**src/rtl/seg_disp_sched.sv**
```systemverilog
// seg_disp_sched: time-shares a 4-digit 7-segment display between four status
// sources with round-robin arbitration, a fixed hold per grant and a
// multi-cycle binary-to-BCD (shift-add-3) conversion of the granted value.
module seg_disp_sched #(
    parameter int unsigned HOLD_CYCLES = 24_000_000
) (
    input  logic        clk_24m,
    input  logic        rst_n,
    input  logic [3:0]  req,
    input  logic [13:0] bin0,
    input  logic [13:0] bin1,
    input  logic [13:0] bin2,
    input  logic [13:0] bin3,
    output logic [3:0]  grant,
    output logic [15:0] disp_bcd,
    output logic [1:0]  disp_src,
    output logic        disp_valid,
    output logic        ovf
);
    localparam int unsigned N_SRC  = 4;
    localparam int unsigned SRC_W  = 2;
    localparam int unsigned BIN_W  = 14;
    localparam int unsigned BCD_W  = 16;
    localparam int unsigned N_DIG  = BCD_W / 4;
    localparam int unsigned SH_W   = BIN_W + BCD_W;
    localparam int unsigned CNT_W  = 4;
    localparam int unsigned HOLD_W = (HOLD_CYCLES > 2) ? $clog2(HOLD_CYCLES) : 1;
    localparam logic [BIN_W-1:0]  MAX_DEC   = BIN_W'(9999);
    localparam logic [CNT_W-1:0]  CONV_LAST = CNT_W'(BIN_W - 1);
    localparam logic [HOLD_W-1:0] HOLD_LAST = HOLD_W'(HOLD_CYCLES - 2);

    typedef enum logic [2:0] {
        ST_IDLE, ST_ARB, ST_LATCH, ST_CONV, ST_LOAD, ST_HOLD
    } state_t;

    state_t             state_q, state_d;
    logic [SRC_W-1:0]   last_src_q, last_src_d;
    logic [N_SRC-1:0]   grant_q, grant_d;
    logic [SH_W-1:0]    shreg_q, shreg_d;
    logic [CNT_W-1:0]   conv_cnt_q, conv_cnt_d;
    logic [HOLD_W-1:0]  hold_cnt_q, hold_cnt_d;
    logic               ovf_next_q, ovf_next_d;
    logic [BCD_W-1:0]   disp_bcd_q, disp_bcd_d;
    logic [SRC_W-1:0]   disp_src_q, disp_src_d;
    logic               disp_valid_q, disp_valid_d;
    logic               ovf_q, ovf_d;

    logic [BIN_W-1:0]   bin_sel;
    logic               win_found;
    logic [SRC_W-1:0]   win_idx;
    logic [SRC_W-1:0]   cand;
    logic [SH_W-1:0]    sh_adj;
    logic [SH_W-1:0]    sh_nxt;

    // Value of the source that currently owns the display
    always_comb begin
        bin_sel = bin0;
        case (last_src_q)
            2'd0:    bin_sel = bin0;
            2'd1:    bin_sel = bin1;
            2'd2:    bin_sel = bin2;
            default: bin_sel = bin3;
        endcase
    end

    // Round-robin search starting just after the last granted source
    always_comb begin
        win_found = 1'b0;
        win_idx   = last_src_q;
        cand      = '0;
        for (int k = 1; k <= int'(N_SRC); k++) begin
            cand = last_src_q + SRC_W'(k);
            if (!win_found && req[cand]) begin
                win_found = 1'b1;
                win_idx   = cand;
            end
        end
    end

    // One shift-add-3 step: correct nibbles >= 5, then shift left
    always_comb begin
        sh_adj = shreg_q;
        for (int n = 0; n < int'(N_DIG); n++) begin
            if (shreg_q[BIN_W + 4*n +: 4] >= 4'd5) begin
                sh_adj[BIN_W + 4*n +: 4] = shreg_q[BIN_W + 4*n +: 4] + 4'd3;
            end
        end
        sh_nxt = {sh_adj[SH_W-2:0], 1'b0};
    end

    // Next-state and register-input logic
    always_comb begin
        state_d      = state_q;
        last_src_d   = last_src_q;
        grant_d      = grant_q;
        shreg_d      = shreg_q;
        conv_cnt_d   = conv_cnt_q;
        hold_cnt_d   = hold_cnt_q;
        ovf_next_d   = ovf_next_q;
        disp_bcd_d   = disp_bcd_q;
        disp_src_d   = disp_src_q;
        disp_valid_d = 1'b0;
        ovf_d        = ovf_q;

        case (state_q)
            ST_IDLE: begin
                grant_d = '0;
                if (|req) state_d = ST_ARB;
            end
            ST_ARB: begin
                if (win_found) begin
                    grant_d    = 4'b0001 << win_idx;
                    last_src_d = win_idx;
                    state_d    = ST_LATCH;
                end else begin
                    grant_d = '0;
                    state_d = ST_IDLE;
                end
            end
            ST_LATCH: begin
                ovf_next_d = (bin_sel > MAX_DEC);
                shreg_d    = {BCD_W'(0), (bin_sel > MAX_DEC) ? MAX_DEC : bin_sel};
                conv_cnt_d = '0;
                state_d    = ST_CONV;
            end
            ST_CONV: begin
                shreg_d    = sh_nxt;
                conv_cnt_d = conv_cnt_q + CNT_W'(1);
                // Final step lands the result so it is visible during LOAD
                if (conv_cnt_q == CONV_LAST) begin
                    disp_bcd_d   = sh_nxt[SH_W-1 -: BCD_W];
                    disp_src_d   = last_src_q;
                    ovf_d        = ovf_next_q;
                    disp_valid_d = 1'b1;
                    state_d      = ST_LOAD;
                end
            end
            ST_LOAD: begin
                hold_cnt_d = '0;
                state_d    = ST_HOLD;
            end
            ST_HOLD: begin
                if (hold_cnt_q == HOLD_LAST) begin
                    if (|req) begin
                        state_d = ST_ARB;
                    end else begin
                        grant_d = '0;
                        state_d = ST_IDLE;
                    end
                end else begin
                    hold_cnt_d = hold_cnt_q + HOLD_W'(1);
                end
            end
            default: begin
                grant_d = '0;
                state_d = ST_IDLE;
            end
        endcase
    end

    // State and datapath registers
    always_ff @(posedge clk_24m or negedge rst_n) begin
        if (!rst_n) begin
            state_q      <= ST_IDLE;
            last_src_q   <= SRC_W'(3);
            grant_q      <= '0;
            shreg_q      <= '0;
            conv_cnt_q   <= '0;
            hold_cnt_q   <= '0;
            ovf_next_q   <= 1'b0;
            disp_bcd_q   <= '0;
            disp_src_q   <= '0;
            disp_valid_q <= 1'b0;
            ovf_q        <= 1'b0;
        end else begin
            state_q      <= state_d;
            last_src_q   <= last_src_d;
            grant_q      <= grant_d;
            shreg_q      <= shreg_d;
            conv_cnt_q   <= conv_cnt_d;
            hold_cnt_q   <= hold_cnt_d;
            ovf_next_q   <= ovf_next_d;
            disp_bcd_q   <= disp_bcd_d;
            disp_src_q   <= disp_src_d;
            disp_valid_q <= disp_valid_d;
            ovf_q        <= ovf_d;
        end
    end

    assign grant      = grant_q;
    assign disp_bcd   = disp_bcd_q;
    assign disp_src   = disp_src_q;
    assign disp_valid = disp_valid_q;
    assign ovf        = ovf_q;

endmodule

```
**config.mk**
```make
export PLATFORM = sky130hd
export DESIGN_NAME = seg_disp_sched
export DESIGN_NICKNAME = d
export VERILOG_FILES = /design/src/rtl/seg_disp_sched.sv
export SDC_FILE = /design/constraint.sdc
export NUM_CORES = 1
export LEC_CHECK = 0
export CORE_UTILIZATION = 47
export CTS_CLUSTER_SIZE = 8
export DETAILED_ROUTE_END_ITERATION = 6
export GPL_ROUTABILITY_DRIVEN = 0
export HOLD_SLACK_MARGIN = 0.1
export PLACE_DENSITY = 0.72
export SLEW_MARGIN = 15
export SYNTH_ARGS = -nofsm -noshare
export SYNTH_HDL_FRONTEND = slang
export SYNTH_SLANG_ARGS = --single-unit
```
**constraint.sdc**
```tcl
create_clock -name clk_24m -period 4 [get_ports clk_24m]
set_input_delay 0.4 -clock clk_24m [delete_from_list [all_inputs] [get_ports clk_24m]]
set_output_delay 0.4 -clock clk_24m [all_outputs]
set_load 0.02 [all_outputs]
```
# --- Yosys cells after proc, flatten, opt, wreduce, memory -nomap -nowiden ---
# Cells that the tools add are included.
classes:
  addsub: 9
  magnitude_cmp: 9
  n_eq_ne: 14
  shift: 1
  muxes: 38
  bitwise_logic: 1
  n_reduce_logical: 17
op_table:
  columns: ["op", "n"]
  rows:
  - ["$pmux W30 S2", 1]
  - ["$pmux W25 S2", 1]
  - ["$pmux W14 S3", 1]
  - ["$add A25 B1 Y25 const B", 1]
  - ["$eq A25 B25 Y1 const B", 1]
  - ["$mux W25", 1]
  - ["$mux W4", 6]
  - ["$pmux W3 S6", 1]
  - ["$ge A4 B3 Y1 const B", 4]
  - ["$gt A14 B14 Y1 const B", 1]
  - ["$mux W14", 1]
  - ["$add A4 B2 Y4 const B", 3]
  - ["$lt A2 B3 Y1 const B", 4]
  - ["$mux W3", 4]
  - ["$pmux W4 S3", 1]
  - ["$mux W1", 11]
  - ["$mux W2", 5]
  - ["$ne A2 B2 Y1 const B", 5]
  - ["$bmux W1 S2", 4]
  - ["$pmux W4 S2", 1]
  - ["$eq A3 B2 Y1 const B", 2]
  - ["$eq A3 B3 Y1 const B", 2]
  - ["$reduce_and A2 Y1", 3]
  - ["$reduce_and A3 Y1", 2]
  - ["17 further kinds", 23]
word_totals:
  register_bits: 89
  output_inout_bits: 24
  elab_cells: 100

# --- Logic depth before layout (Yosys ltp) ---
depth:
  depth_word: 16
  depth_mapped: 9
  mapped_depth_nobuf: 7

# --- Worst setup path after synthesis ---
# Ideal clock, no wire load.
synth_path:
  kind: "reg-to-reg"
  startpoint: "register last_src_q[0]"
  endpoint: "register shreg_q[1]"
  setup_time_ns: 0.142
  arrival_time_ns: 2.269
  required_time_ns: 3.858
  path_slack_ns: 1.590
  path_stages_with_launch: 10
  path_cell_list: "dfstp_2 -> buf_2 -> inv_1 -> ha_1 -> buf_2 -> a22oi_1 -> a2bb2oi_1 -> or4_4 -> a211oi_2 -> a31oi_1"
synth_via:
  elab_chain_cells: 5
synth_lines:
  columns: ["item", "line", "text"]
  rows:
  - ["from (decl)", "37", "logic [SRC_W-1:0] last_src_q, last_src_d;"]
  - ["from (signal assigned)", "177", "last_src_q <= last_src_d;"]
  - ["$eq A2 B2 Y1, or another cell as far along", "58", "case (last_src_q)"]
  - ["$pmux W14 S3 (*)", "58", null]
  - ["$gt A14 B14 Y1", "122", "shreg_d = {BCD_W'(0), (bin_sel > MAX_DEC) ? MAX_DEC : bin_sel};"]
  - ["$mux W14 (*)", "122", null]
  - ["$pmux W30 S2 (*)", "105", "case (state_q)"]
  - ["to (signal assigned)", "179", "shreg_q <= shreg_d;"]
  - ["to (decl)", "39", "logic [SH_W-1:0] shreg_q, shreg_d;"]
# Every way passes the cells marked *; elsewhere a longest branch is shown, timed or not.
# A chain may end at the register's enable or synchronous reset.

# --- Final worst setup path ---
layout_path:
  startpoint: "register last_src_q[1]"
  endpoint: "register shreg_q[2]"
# Same word-level chain as after synthesis.

==> qor.yml <==
yosys:
  synth.area.top_cells: "dfrtp_1 (43%), nand2_1 (4.5%), o21ai_0 (4.1%), ha_1 (4.0%), a21oi_1 (3.9%)"
  yosys_most_used_dff: "dfrtp_1"
  yosys_warnings: 0
  synth_edf_count: 0
  synth_top_area_share_pct: 43.1
  syn-cell-area_um2: 5050
  yosys.area.top_type: "dfrtp_1"
  async_flop_share_pct: 100
  ys_types: 66
  synth_cells: 555
  syn_nets: 633
  ys_seq_elements: 89
  syn_area_per_cell_um2: 9.10
  synth-seq-area-share_pct: 44.1
sta:
  period_needed_ns: 2.76
  tightest_slew_ns: 0.866
  holdWs_ns: 0.488
  hold_viol_final: 0
  timing.final.crit_share_pct: 69.1
  relSlewSlack_pct: 42.1
  fin_worst_skew_ns: 0.00613
  fmax_mhz: 362
  finalSetupViolCount: 0
  tns_ns: 0
  grt_setup_unrepaired: "false"
  slew_violations: 0
  layout_setup_ws_ns: 1.24
die:
  core-area_um2: 10400
  ios: 86
  die_w_um: 106
  dieArea_um2: 11200
  rows: 37
  die_height_um: 106
  start_util_pct: 48.7
cts:
  clockBufferDepth: 2
  numCtsBuffers: 9
  cts.sinks: 89
  cts_tree: "built"
  clockRootBuffer: "clkbuf_8"
  clkTransAtPathRegs_ns: 0.08
  clkLatencyLatePin_ns: 0.35
  htreeDepth: 3
  post_cts_resize_count: 0
worst_setup_path:
  reg2reg_depth: 6
  r2r_start: "last_src_q[1]"
  cp-end-kind: "flop"
  critPathLaunchType: "flop"
  cp-endpoint: "shreg_q[2]"
  crit_start: "last_src_q[1]"
  cp_max_fo: 16
  reg2reg_to: "shreg_q[2]"
  worstSetupPathType: "reg -> reg"
  regToRegSetupSlack_ns: 1.24
  critPathRequiredTime_ns: 4.23
  arrival_ns: 2.99
hold_path:
  hp-class: "reg -> reg"
job:
  maxCapViolations: 0
power_and_ir_drop:
  powerDensity_nw_per_um2: 253
  p_leak_uw: 0.00265
  ir_drop_mv: 0.133
placed_design:
  dpl_cell_area_um2: 5990
  dp_slack_ns: 1.32
  io_buffer_count: 85
  hpwl_um: 8730
cells_and_area:
  fillers: 913
  syn2layout_area_growth_pct: 22.1
  drive_gt1_share_pct: 6.79
  n_antenna_cell: 0
  design_area_um2: 6170
  num-nets-final: 707
detailed_routing:
  drc: 0
  vias: 4483
  drtIter0Drc: 260
  via_per_inst: 5.83
  dr.pass1.iters: 4
  postRouteWirelength_um: 12100
  final_antenna_net_count: 0
  wl_per_cell_um: 15.7
grt:
  overflow: 0
  grt_max_degree: 53
  grt_usage_pct: 22.2
  grt_pass1_vias: 4195
  grt_pass1_wl_um: 20000
  antenna_found_initial: 0
status:
  status: "finished, final reports clean"
[cell families (layout without fill, tap and decap cells)]
| family | count (synthesis) | in the layout | share of synthesized area, % |
|---|---|---|---|
| adder cells (fa/ha/maj) | 16 | 16 | 3.96 |
| flip-flops | 89 | 89 | 44.1 |
| multiplexers | 11 | 11 | 2.55 |
| buffers and inverters | 53 | 131 | 4.21 |
| XOR/XNOR | 16 | 16 | 2.77 |
| AO/OA/AOI/OAI | 184 | 184 | 22.8 |
| AND/OR/NAND/NOR | 186 | 186 | 19.6 |
[cell type report]
class,count,area [um^2],area share [%]
multi-input cells,413,2610,42.3
flip-flops and latches,89,2230,36.2
repair buffers,92,903,14.7
well taps,136,170,2.76
clock buffers,12,145,2.35
inverters,24,90.1,1.46
clock inverters,3,17.5,0.284
[sequential cells by signal, summed over array words and instances (netlist names)]
name and flops:
disp_bcd 16, conv_cnt_q 4, ovf_next_q 1, hold_cnt_q 25, disp_valid 1, grant 4, state_q 3, shreg_q 30
disp_src 2, ovf 1, last_src_q 2
[cell usage after synthesis, types with 12 or more instances]
| cell type | n |
|---|---|
| a21oi_1 | 39 |
| a31oi_1 | 12 |
| clkbuf_1 | 14 |
| dfrtp_1 | 87 |
| ha_1 | 16 |
| inv_1 | 22 |
| nand2_1 | 61 |
| nor2_1 | 34 |
| o21ai_0 | 41 |
| o21ai_1 | 29 |
| xnor2_1 | 14 |
[metal layers]
metal | GRT usage [%] | wire [um] | vias up
met5 | 0 | 0 | -
met4 | 9.13 | 233 | 0
li1 | - | - | 2179
met3 | 2.84 | 634 | 16
met2 | 36.7 | 5720 | 150
met1 | 29.6 | 5500 | 2138
[placed cells by master (no fill, tap or decap), drive strengths merged, types with 14 or more instances in the layout]
cell type	n
inv	24
dfrtp	87
a21oi	39
xnor2	14
nor2	34
o21ai	70
nand2	61
ha	16
clkdlybuf4s50	84
[worst min path at each step]
stage                start            end  slack, ns  cells past startpoint
2_1_floorplan        rst_n  conv_cnt_q[0]       0.10                      0
3_3_place_gp           ovf            ovf       0.46                      2
3_5_place_dp   disp_bcd[2]    disp_bcd[2]       0.47                      2
4_1_cts        disp_bcd[2]    disp_bcd[2]       0.49                      2
5_1_grt        disp_bcd[2]    disp_bcd[2]       0.52                      2
6_report       disp_bcd[2]    disp_bcd[2]       0.49                      2
[power by group]
part	internal [uW]	switching, uW	leakage [uW]
Clock	238	301	0.0000822
Combinational	69.1	50.4	0.00144
Sequential	899	0	0.00112
[critical path: stages (launching register included)]
cell and delay [ns]:
dfstp_2 0.67, ha_1 0.54, inv_2 0.23, a2bb2oi_1 0.20
or4_4 0.56, a211oi_2 0.31, a31oi_1 0.13
[stage by stage]
stage / power, uW / util (%) / instances
global placement: 1040 / 57.8 / 753
CTS: 1570 / 59.4 / 769
global route: 1610 / 59.5 / 769
floorplan: 945 / - / 555
finish: 1560 / 59.5 / 769
detailed placement: 1040 / 57.8 / 753
[repair_timing]
item,4_1_cts,5_1_grt
hold endpoints to repair,8,0
setup buffers,0,0
hold buffers,1,0
Power figures use the tool's default switching activity.
